## src/rtl/fetch_mem_port_if.sv

```systemverilog
// Memory bus between fetch_mem_port and unified memory.
//   master: drives mem_req/mem_we/mem_addr/mem_wdata, samples mem_ready/mem_rdata
//   slave : the memory side of the same handshake
// A request is held stable until the cycle mem_ready is high; mem_rdata is
// valid only when mem_req && mem_ready.
interface fetch_mem_port_if;
    logic        mem_req;
    logic        mem_we;
    logic [31:0] mem_addr;
    logic [31:0] mem_wdata;
    logic        mem_ready;
    logic [31:0] mem_rdata;

    modport master (
        output mem_req, mem_we, mem_addr, mem_wdata,
        input  mem_ready, mem_rdata
    );

    modport slave (
        input  mem_req, mem_we, mem_addr, mem_wdata,
        output mem_ready, mem_rdata
    );
endinterface

```

## src/rtl/fetch_mem_port.sv

```systemverilog
// Instruction/data memory port for the multicycle RV32I core. Holds PC, OldPC,
// the instruction register and the load-data register, and arbitrates
// instruction fetches and loads/stores onto one ready-handshaked bus.
// Ports:
//   clk, rst_n      core clock, asynchronous active-low reset
//   pc_write_i      load PC from result_i
//   ir_write_i      launch instruction fetch at PC (highest priority)
//   adr_src_i       must be 1 for mem_read_i / mem_write_i to launch
//   mem_read_i      launch load from data_adr_i
//   mem_write_i     launch store of wdata_i to data_adr_i
//   result_i        next-PC value
//   data_adr_i      load/store address
//   wdata_i         store data
//   mem             memory bus (master side)
//   pc_o, old_pc_o  current PC, PC of the instruction in instr_o
//   instr_o, data_o instruction register, load-data register
//   busy_o          access in flight, control must hold state
//   instr_fault_o   sticky misaligned-fetch flag
module fetch_mem_port #(
    parameter logic [31:0] RESET_PC = 32'h0000_0000
) (
    input  logic                     clk,
    input  logic                     rst_n,
    input  logic                     pc_write_i,
    input  logic                     ir_write_i,
    input  logic                     adr_src_i,
    input  logic                     mem_read_i,
    input  logic                     mem_write_i,
    input  logic [31:0]              result_i,
    input  logic [31:0]              data_adr_i,
    input  logic [31:0]              wdata_i,
    fetch_mem_port_if.master         mem,
    output logic [31:0]              pc_o,
    output logic [31:0]              old_pc_o,
    output logic [31:0]              instr_o,
    output logic [31:0]              data_o,
    output logic                     busy_o,
    output logic                     instr_fault_o
);

    typedef enum logic [1:0] {
        IDLE,
        FETCH_WAIT,
        DATA_WAIT
    } state_t;

    state_t      state_q, state_d;
    logic [31:0] pc_q, pc_d;
    logic [31:0] old_pc_q, old_pc_d;
    logic [31:0] fetch_pc_q, fetch_pc_d;
    logic [31:0] instr_q, instr_d;
    logic [31:0] data_q, data_d;
    logic        fault_q, fault_d;
    logic        req_q, req_d;
    logic        we_q, we_d;
    logic [31:0] addr_q, addr_d;
    logic [31:0] wdata_q, wdata_d;

    logic        done;

    // mem_ready outside an outstanding request carries no meaning.
    assign done = req_q && mem.mem_ready;

    always_comb begin
        state_d    = state_q;
        // PC update is independent of the access FSM; a fetch launched on the
        // same edge still uses pc_q.
        pc_d       = pc_write_i ? result_i : pc_q;
        old_pc_d   = old_pc_q;
        fetch_pc_d = fetch_pc_q;
        instr_d    = instr_q;
        data_d     = data_q;
        fault_d    = fault_q;
        req_d      = req_q;
        we_d       = we_q;
        addr_d     = addr_q;
        wdata_d    = wdata_q;

        unique case (state_q)
            IDLE: begin
                if (ir_write_i) begin
                    if (pc_q[1:0] == 2'b00) begin
                        addr_d     = pc_q;
                        we_d       = 1'b0;
                        req_d      = 1'b1;
                        fetch_pc_d = pc_q;
                        state_d    = FETCH_WAIT;
                    end else begin
                        fault_d = 1'b1;
                    end
                end else if (adr_src_i && (mem_write_i || mem_read_i)) begin
                    addr_d  = data_adr_i;
                    we_d    = mem_write_i;
                    wdata_d = wdata_i;
                    req_d   = 1'b1;
                    state_d = DATA_WAIT;
                end
            end
            FETCH_WAIT: begin
                if (done) begin
                    instr_d  = mem.mem_rdata;
                    old_pc_d = fetch_pc_q;
                    req_d    = 1'b0;
                    state_d  = IDLE;
                end
            end
            DATA_WAIT: begin
                if (done) begin
                    if (!we_q) begin
                        data_d = mem.mem_rdata;
                    end
                    req_d   = 1'b0;
                    state_d = IDLE;
                end
            end
            default: begin
                req_d   = 1'b0;
                state_d = IDLE;
            end
        endcase
    end

    always_ff @(posedge clk or negedge rst_n) begin
        if (!rst_n) begin
            state_q    <= IDLE;
            pc_q       <= RESET_PC;
            old_pc_q   <= '0;
            fetch_pc_q <= '0;
            instr_q    <= '0;
            data_q     <= '0;
            fault_q    <= 1'b0;
            req_q      <= 1'b0;
            we_q       <= 1'b0;
            addr_q     <= '0;
            wdata_q    <= '0;
        end else begin
            state_q    <= state_d;
            pc_q       <= pc_d;
            old_pc_q   <= old_pc_d;
            fetch_pc_q <= fetch_pc_d;
            instr_q    <= instr_d;
            data_q     <= data_d;
            fault_q    <= fault_d;
            req_q      <= req_d;
            we_q       <= we_d;
            addr_q     <= addr_d;
            wdata_q    <= wdata_d;
        end
    end

    assign mem.mem_req   = req_q;
    assign mem.mem_we    = we_q;
    assign mem.mem_addr  = addr_q;
    assign mem.mem_wdata = wdata_q;

    assign pc_o          = pc_q;
    assign old_pc_o      = old_pc_q;
    assign instr_o       = instr_q;
    assign data_o        = data_q;
    assign busy_o        = (state_q != IDLE);
    assign instr_fault_o = fault_q;

endmodule

```

## src/flat_wrapper.sv

```systemverilog
// flat-port wrapper written by rule: the top's interface ports become plain ports
module fetch_mem_port_flat 
#(
    parameter logic [31:0] RESET_PC = 32'h0000_0000
)
  (clk, rst_n, pc_write_i, ir_write_i, adr_src_i, mem_read_i, mem_write_i, result_i, data_adr_i, wdata_i, pc_o, old_pc_o, instr_o, data_o, busy_o, instr_fault_o, mem_mem_req, mem_mem_we, mem_mem_addr, mem_mem_wdata, mem_mem_ready, mem_mem_rdata);
  fetch_mem_port_if mem_i ();
  input  logic clk;
  input  logic rst_n;
  input  logic pc_write_i;
  input  logic ir_write_i;
  input  logic adr_src_i;
  input  logic mem_read_i;
  input  logic mem_write_i;
  input  logic [31:0] result_i;
  input  logic [31:0] data_adr_i;
  input  logic [31:0] wdata_i;
  output logic [31:0] pc_o;
  output logic [31:0] old_pc_o;
  output logic [31:0] instr_o;
  output logic [31:0] data_o;
  output logic busy_o;
  output logic instr_fault_o;
  output wire logic [$bits(mem_i.mem_req)-1:0] mem_mem_req;
  output wire logic [$bits(mem_i.mem_we)-1:0] mem_mem_we;
  output wire logic [$bits(mem_i.mem_addr)-1:0] mem_mem_addr;
  output wire logic [$bits(mem_i.mem_wdata)-1:0] mem_mem_wdata;
  input wire logic [$bits(mem_i.mem_ready)-1:0] mem_mem_ready;
  input wire logic [$bits(mem_i.mem_rdata)-1:0] mem_mem_rdata;
  assign mem_mem_req = mem_i.mem_req;
  assign mem_mem_we = mem_i.mem_we;
  assign mem_mem_addr = mem_i.mem_addr;
  assign mem_mem_wdata = mem_i.mem_wdata;
  assign mem_i.mem_ready = mem_mem_ready;
  assign mem_i.mem_rdata = mem_mem_rdata;
  fetch_mem_port #(.RESET_PC(RESET_PC)) u_core (.clk(clk), .rst_n(rst_n), .pc_write_i(pc_write_i), .ir_write_i(ir_write_i), .adr_src_i(adr_src_i), .mem_read_i(mem_read_i), .mem_write_i(mem_write_i), .result_i(result_i), .data_adr_i(data_adr_i), .wdata_i(wdata_i), .mem(mem_i), .pc_o(pc_o), .old_pc_o(old_pc_o), .instr_o(instr_o), .data_o(data_o), .busy_o(busy_o), .instr_fault_o(instr_fault_o));
endmodule
```

## config.mk

```make
export PLATFORM = sky130hd
export DESIGN_NAME = fetch_mem_port_flat
export DESIGN_NICKNAME = d
export VERILOG_FILES = /design/src/rtl/fetch_mem_port_if.sv /design/src/rtl/fetch_mem_port.sv /design/src/flat_wrapper.sv
export SDC_FILE = /design/constraint.sdc
export NUM_CORES = 1
export LEC_CHECK = 0
export ABC_AREA = 1
export CORE_MARGIN = 2
export CORE_UTILIZATION = 35
export CTS_BUF_LIST = sky130_fd_sc_hd__clkbuf_8
export DETAILED_ROUTE_END_ITERATION = 8
export GPL_ROUTABILITY_DRIVEN = 0
export HOLD_SLACK_MARGIN = 0.03
export PLACE_DENSITY = 0.68
export SYNTH_ARGS = -nofsm -noshare
export SYNTH_HDL_FRONTEND = slang
export SYNTH_SLANG_ARGS = --single-unit
```

## constraint.sdc

```tcl
create_clock -name clk -period 1.6 [get_ports clk]
set_clock_uncertainty 0.1 [all_clocks]
set_input_delay 0.32 -clock clk [delete_from_list [all_inputs] [get_ports clk]]
set_output_delay 0.32 -clock clk [all_outputs]
set_load 0.03 [all_outputs]
```

# After elaboration in Yosys (flattened, before gate mapping)
# Index checks and enable logic that the tools add are counted.
[op_classes]
mux = 16
bitwise = 3
eq_ne = 6
reduce_logical = 15
[ops]
columns = ["op", "count"]
rows = [
  ["$mux 32", 3],
  ["$reduce_and 3->1", 6],
  ["$mux 2", 4],
  ["$mux 1", 7],
  ["$ne 3x2->1 const B", 2],
  ["$logic_not 2->1", 2],
  ["$ne 2x1->1 const B", 2],
  ["$pmux 2 s2", 1],
  ["$reduce_bool 2->1", 2],
  ["$not 1->1", 3],
  ["$eq 2x1->1 const B", 1],
  ["$eq 2x2->1 const B", 1],
  ["$logic_and 1x1->1", 2],
  ["$pmux 1 s2", 1],
  ["$reduce_and 2->1", 1],
  ["$reduce_or 2->1", 1],
  ["$logic_or 1x1->1", 1],
]
[totals]
register_bits = 229
in_bits = 136

# Logic depth before layout (Yosys ltp)
# Gate-level depths: netlist of the first run.
[depth]
ltp_word = 5
ltp_mapped = 9
ltp_nobuf = 8

# Worst setup path after synthesis of the first run
# No wires, ideal clock.
[synth_timing]
kind = "reg2reg"
from = "reg u_core.state_q[0]"
to = "reg u_core.addr_q[0] (netlist: u_core.mem.mem_addr[0])"
arrival_time_ns = 1.356
setup_time_ns = 0.117
path_slack_ns = 0.027
path_stages_with_launch = 10
required_time_ns = 1.383
n_path_buf = 2
period_less_slack_ns = 1.573
cell_sequence = "dfrtp_1 -> inv_1 -> ha_1 -> inv_2 -> nor2_2 -> nand3_2 -> buf_6 -> buf_6 -> nand3_1 -> nand2_1"
[synth_via]
elab_chain_cells = 2
[synth_rtl]
columns = ["item", "line", "rtl"]
rows = [
  ["start: declaration", "fetch_mem_port.sv:47", "state_t state_q, state_d;"],
  ["start signal: assignment", "fetch_mem_port.sv:137", "state_q <= state_d;"],
  ["$logic_not 2->1", "fetch_mem_port.sv:79", "unique case (state_q)"],
  ["$reduce_and 3->1 (no source line)", "--", ""],
  ["end signal: assignment", "fetch_mem_port.sv:146", "addr_q <= addr_d;"],
  ["end: declaration", "fetch_mem_port.sv:56", "logic [31:0] addr_q, addr_d;"],
]
# Every way passes these cells.
# A chain may end at the register's enable or synchronous reset.

# Worst setup path after layout of the first run
[layout_timing]
from = "reg u_core.state_q[0]"
to = "out busy_o"
[layout_via]
elab_chain_cells = 1
[layout_rtl]
columns = ["item", "line", "rtl"]
rows = [
  ["$reduce_bool 2->1", "fetch_mem_port.sv:160", "assign busy_o = (state_q != IDLE);"],
  ["end: declaration", "flat_wrapper.sv:22", "output logic busy_o;"],
]
# Every way passes these cells.

==> out/metrics.yaml, run 1 <==
area_growth_pct: 64.8
synth.net_count: 1140
die_area_um2: 27200
cts-buffers-inserted: 40
path_class: "flip-flop to output port"
cp.arrival_ns: 1.44
drive_above_1_share_pct: 37.9
fin_ws_ns: -0.259
violations: "negative setup slack"
antenna_cells: 0
cp-end-kind: "output port"
hold_path.class: "input pin to flip-flop"
yosys.cell_types.count: 20
status: "complete, but fails checks"
fin_util_pct: 59.0
min_period_ns: 1.86
vias_per_cell: 4.83
path_clk_slew_ns: 0.06
grt_usage_pct: 20.7
drt_first_pass_iters: 4
numPlacedInstances: 1645
final-setup-viol-count: 137
fmax_ghz: 0.538
synthTopCellsByArea: "dfrtp_1 63%, nand2_1 15%, o21ai_0 4.8%"
fill_cells: 2177
h-tree-depth: 2
cp_data_required_time_ns: 1.18
first_global_vias: 8097
ir_drop_mv: 1.12
clk_path_buf_depth: 3
stdcell_area_um2: 15000
die_y_um: 165
synth-seq-area-share_pct: 63.1
top_level_ports: 332
cts_tree: "built"
nNetsFinal: 1550
hp-start: "ir_write_i"
reg2reg_slack_ns: -0.23
cp-start-kind: "flip-flop"
port_buffers: 331
clock-sinks: 229
fp.coreArea_um2: 25300
ys_warn_count: 0
reg2reg_from: "u_core.state_q[0]"
maxCapViolCount: 0
wl_per_cell_um: 18.4
yosysTopAreaCell: "dfrtp_1"
antenna_found_initial: 0
ys_seq_elements: 229
r2r-end: "u_core.mem.mem_addr[14]"
vias: 8503
finalCritPeriodShare_pct: 116
cts_root_buf: "clkbuf_8"
dpl_cell_area_um2: 13100
synth_area_um2: 9070
rsz0062_at_grt: "yes"
maxSlewViolCount: 0
totalWireLength_um: 32500
worstSkewPairLatency_ns: 0.54
hold-worst-slack_ns: 0.106
multiInputGateArea_um2: 3590
initial_core_util_pct: 35.8
row_count: 58
tightest_slew_ns: 0.369
overflow: 0
r2r_cells: 12
path_max_fanout: 3
slew_headroom_pct: 75.4
seqCellArea_um2: 5730
min_path_cells: 5
die_w_um: 165
hold_viol: 0
grt_pass1_wl_um: 43800
hpwl_um: 19900
p_leak_nw: 7.79
hold_path_end: "u_core.state_q[0]"
yosys.area.top_type_share_pct: 63.1
synth_cells: 1001
power_density_nw_per_um2: 1900
grt_max_degree: 65
avgSynthCellArea_um2: 9.07
postRouteAntennaNets: 0
instances_no_fill: 1762
drc: 0
drt_iter0_markers: 578
## flip-flops by register name, summed over array words and instances, names as in the netlist
name / count
u_core.mem.mem_we: 1
u_core.instr_o: 32
u_core.state_q: 2
u_core.pc_o: 32
u_core.fetch_pc_q: 32
u_core.mem.mem_wdata: 32
u_core.mem.mem_addr: 32
u_core.instr_fault_o: 1
u_core.data_o: 32
u_core.old_pc_o: 32
u_core.mem.mem_req: 1
## how the worst max path moves through the flow
| stage | depth (start not counted) | slack [ns] | from | end |
|---|---|---|---|---|
| floorplan | 9 | 0.03 | u_core.state_q[0] | u_core.mem.mem_addr[0] |
| global placement | 7 | -0.21 | mem_write_i | u_core.mem.mem_addr[25] |
| detailed placement | 7 | -0.25 | mem_write_i | u_core.mem.mem_addr[23] |
| CTS | 5 | -0.28 | u_core.state_q[1] | busy_o |
| global route | 5 | -0.31 | u_core.state_q[0] | busy_o |
| finish | 5 | -0.26 | u_core.state_q[0] | busy_o |
## per-layer routing
| metal | routed length (um) | global-route usage, % | up-vias |
|---|---|---|---|
| li1 | - | - | 4002 |
| met1 | 13400 | 27.4 | 4096 |
| met2 | 15500 | 32.6 | 326 |
| met3 | 2220 | 4.72 | 79 |
| met4 | 1300 | 8.89 | 0 |
| met5 | 0 | 0 | - |
## cell type report
type	count	share of cell area, %
Clock buffer	46	4.23
Clock inverter	17	0.510
Inverter	76	1.99
Multi-Input combinational cell	637	24.0
Sequential cell	229	38.3
Tap cell	330	2.76
Timing Repair Buffer	427	28.1
## report_power, final
part / leakage, nW / internal, W / switching [W]
combinational: 4.50 / 0.00519 / 0.00842
clock: 0.411 / 0.00259 / 0.00237
sequential: 2.88 / 0.00815 / 0.00169
total: 7.79 / 0.0159 / 0.0125
## through the flow
stage / setup TNS, ns / worst slack, ns / power (W)
5_1_grt: -24.33 / -0.310 / 0.0300
6_report: -15.27 / -0.259 / 0.0284
4_1_cts: -9.92 / -0.276 / 0.0265
3_3_place_gp: -15.06 / -0.207 / 0.0225
3_5_place_dp: -18.98 / -0.254 / 0.0227
2_1_floorplan: 0 / 0.0267 / 0.0162
## layout by cell type, fill, tap and decap left out, drive strengths merged
| cell type | instances |
|---|---|
| nand2 | 367 |
| clkbuf | 66 |
| or2 | 1 |
| clkdlybuf4s50 | 132 |
| buf | 274 |
| clkinvlp | 1 |
| nand3b | 1 |
| dfrtp | 229 |
| dlygate4sd3 | 1 |
| nor2 | 39 |
| o21ai | 128 |
| ha | 3 |
| inv | 89 |
| a21oi | 33 |
| nand3 | 65 |
| clkinv | 3 |
## cells in the mapped netlist
cell type	instances
dfrtp_1	229
nand2_2	3
nand3_2	1
nand3b_4	1
buf_4	9
clkbuf_2	1
a21oi_1	33
or2_2	1
buf_2	13
o21ai_1	41
ha_1	3
nand2_1	364
inv_1	72
buf_6	7
nand3_1	64
nor2_1	38
clkbuf_1	29
o21ai_0	87
nor2_2	1
inv_2	4
## critical path, cell delays in order (launching register included)
cell and delay [ns]:
dfrtp_1 0.39, inv_2 0.08, ha_4 0.15, inv_2 0.04, buf_6 0.11, buf_12 0.12
## kinds of logic after synthesis
logic type | share of synthesized area [%]
simple gates | 20.8
buf+inv | 6.73
fa+ha+maj | 0.414
flops | 63.1
compound gates | 8.88
## timing repair
action | CTS | global route
endpoints found under the hold margin | 229 | 0
pin swaps | 8 | 42
gates resized for setup | 937 | 323
setup buffers | 15 | 9
hold buffers | 1 | 0
gates cloned | 6 | 26
setup endpoints to repair | 246 | 154
Power figures use the tool's default switching activity.
==> run 2, diff against run 1 <==
Settings changed: GPL_TIMING_DRIVEN set to 0, PLACE_DENSITY 0.68 to 0.65.
Clock period 1.6 ns to 1.8 ns, I/O delays scaled along.
==> out/metrics.yaml, run 2 (synthesis gave the netlist of run 1 again) <==
status: "complete, but fails checks"
violations: "negative setup slack"
fill_cells: 2414  # +11%
final-setup-viol-count: 1  # -99%
top_level_ports: 332  # unchanged
cts_root_buf: "clkbuf_8"
finalCritPeriodShare_pct: 101
final_cell_mix: "364 x nand2_1, 229 x dfrtp_1, 133 x clkdlybuf4s50_1"
rsz0062_at_grt: "yes"
maxCapViolCount: 0  # unchanged
instances_no_fill: 1741  # -1.2%
row_count: 58  # unchanged
cp-start-kind: "flip-flop"
power_w: 0.0233  # -18%
clk_path_buf_depth: 3  # unchanged
drc: 0  # unchanged
postRouteAntennaNets: 0  # unchanged
vias: 8085  # -4.9%
h-tree-depth: 2  # unchanged
port_buffers: 330  # -0.30%
totalWireLength_um: 29000  # -11%
grt_usage_pct: 21.4  # +0.77 points
clock-sinks: 229  # unchanged
p_leak_nw: 6.95  # -11%
drt_iter0_markers: 493  # -15%
worstSkewPairLatency_ns: 0.54  # about the same
area_growth_pct: 48.7
cp-end-kind: "output port"
fmax_ghz: 0.548
power_density_nw_per_um2: 1720  # -9.2%
slew_headroom_pct: 59.8  # -16 points
path_class: "flip-flop to output port"
min_period_ns: 1.83
maxSlewViolCount: 0  # unchanged
first_global_vias: 8243  # +1.8%
die_w_um: 165  # unchanged
drive_above_1_share_pct: 12.4  # -25 points
die_area_um2: 27200  # unchanged
final_common_cell: "nand2_1"
nNetsFinal: 1517  # -2.1%
dpl_cell_area_um2: 12900  # -2.2%
path_max_fanout: 3  # unchanged
wl_per_cell_um: 16.7  # -9.6%
die_y_um: 165  # unchanged
vias_per_cell: 4.64  # -3.8%
tightest_slew_ns: 0.603  # +0.235 ns
drt_first_pass_iters: 5  # +1
grt_pass1_wl_um: 45200  # +3.2%
fin_util_pct: 53.3  # -5.8 points
hpwl_um: 21600  # +8.5%
overflow: 0  # unchanged
path_clk_slew_ns: 0.07  # about the same
cts-buffers-inserted: 40  # unchanged
numPlacedInstances: 1663  # +1.1%
antenna_found_initial: 2  # +2
hold_viol: 0  # unchanged
cp_data_required_time_ns: 1.34  # +0.16 ns
initial_core_util_pct: 35.8  # unchanged
cts_tree: "built"
stdcell_area_um2: 13500  # -9.8%
cp.arrival_ns: 1.37  # -0.07 ns
grt_max_degree: 108  # +66%
dp_slack_ns: -0.243  # +0.0115 ns
hold_path.class: "input pin to async pin"
ir_drop_mv: 0.845  # -24%
fin_ws_ns: -0.0261  # +0.233 ns
fp.coreArea_um2: 25300  # unchanged
[run 2: power by group]
| group | internal [W] | switching, W | total [W] | leakage, nW |
|---|---|---|---|---|
| registers | 0.00724 | 0.00118 | 0.00842 | 2.88 |
| clock network | 0.00276 | 0.00214 | 0.00490 | 0.479 |
| logic | 0.00329 | 0.00667 | 0.00996 | 3.59 |
[run 2: cell type report]
class                      instances  area (um2)  area share (%)
buffer                            59         344            2.55
clock buffer                      56         771            5.71
tap                              330         413            3.06
clock inverter                    17        75.1           0.556
sequential                       229        5730            42.5
antenna                            2        5.00          0.0371
timing repair buffer             335        3120            23.1
inverter                          76         285            2.11
multi-input combinational        637        2750            20.4
[run 2: metrics by stage]
stage / setup TNS, ns / hold slack [ns]
2_1_floorplan: 0 / -0.0356
3_5_place_dp: -29.55 / 0.115
3_3_place_gp: -2230.75 / 0.356
6_report: -0.0261 / 0.156
4_1_cts: -0.164 / 0.123
5_1_grt: -0.168 / 0.166
[run 2: path summary, 6_finish.rpt]
kind                       cells past startpoint              endpoint  slack (ns)                 start
max                                            4                busy_o       -0.03     u_core.state_q[1]
min                                            2        u_core.pc_o[3]        0.16                 rst_n
max reg2reg                                    7   u_core.old_pc_o[16]        0.13     u_core.state_q[1]
min reg2reg                                    1  u_core.instr_fault_o        0.36  u_core.instr_fault_o
max in group asynchronous                      3    u_core.instr_o[26]        0.63                 rst_n
min in group clk                               2        u_core.pc_o[0]        0.16            pc_write_i
[run 2: per-layer routing]
metal  vias to the layer above  part of all wire (%)  GRT usage (%)
met5                         -                     0              0
met2                       287                    47           34.9
li1                       3926                     -              -
met4                         0                   2.8           7.55
met1                      3824                    43           27.7
met3                        48                   7.7           5.58
[run 2: critical path: stages (launching register included)]
cell and delay, ns:
dfrtp_1 0.40, inv_2 0.09, ha_4 0.15, inv_2 0.05
buf_6 0.13
[run 2: repair_timing]
action | 4_1_cts | 5_1_grt
hold buffers | 1 | 0
endpoints found under the setup margin | 202 | 257
resized for setup | 290 | 146
hold endpoints to repair | 229 | 0
setup buffers | 0 | 2
pin swaps | 1 | 0
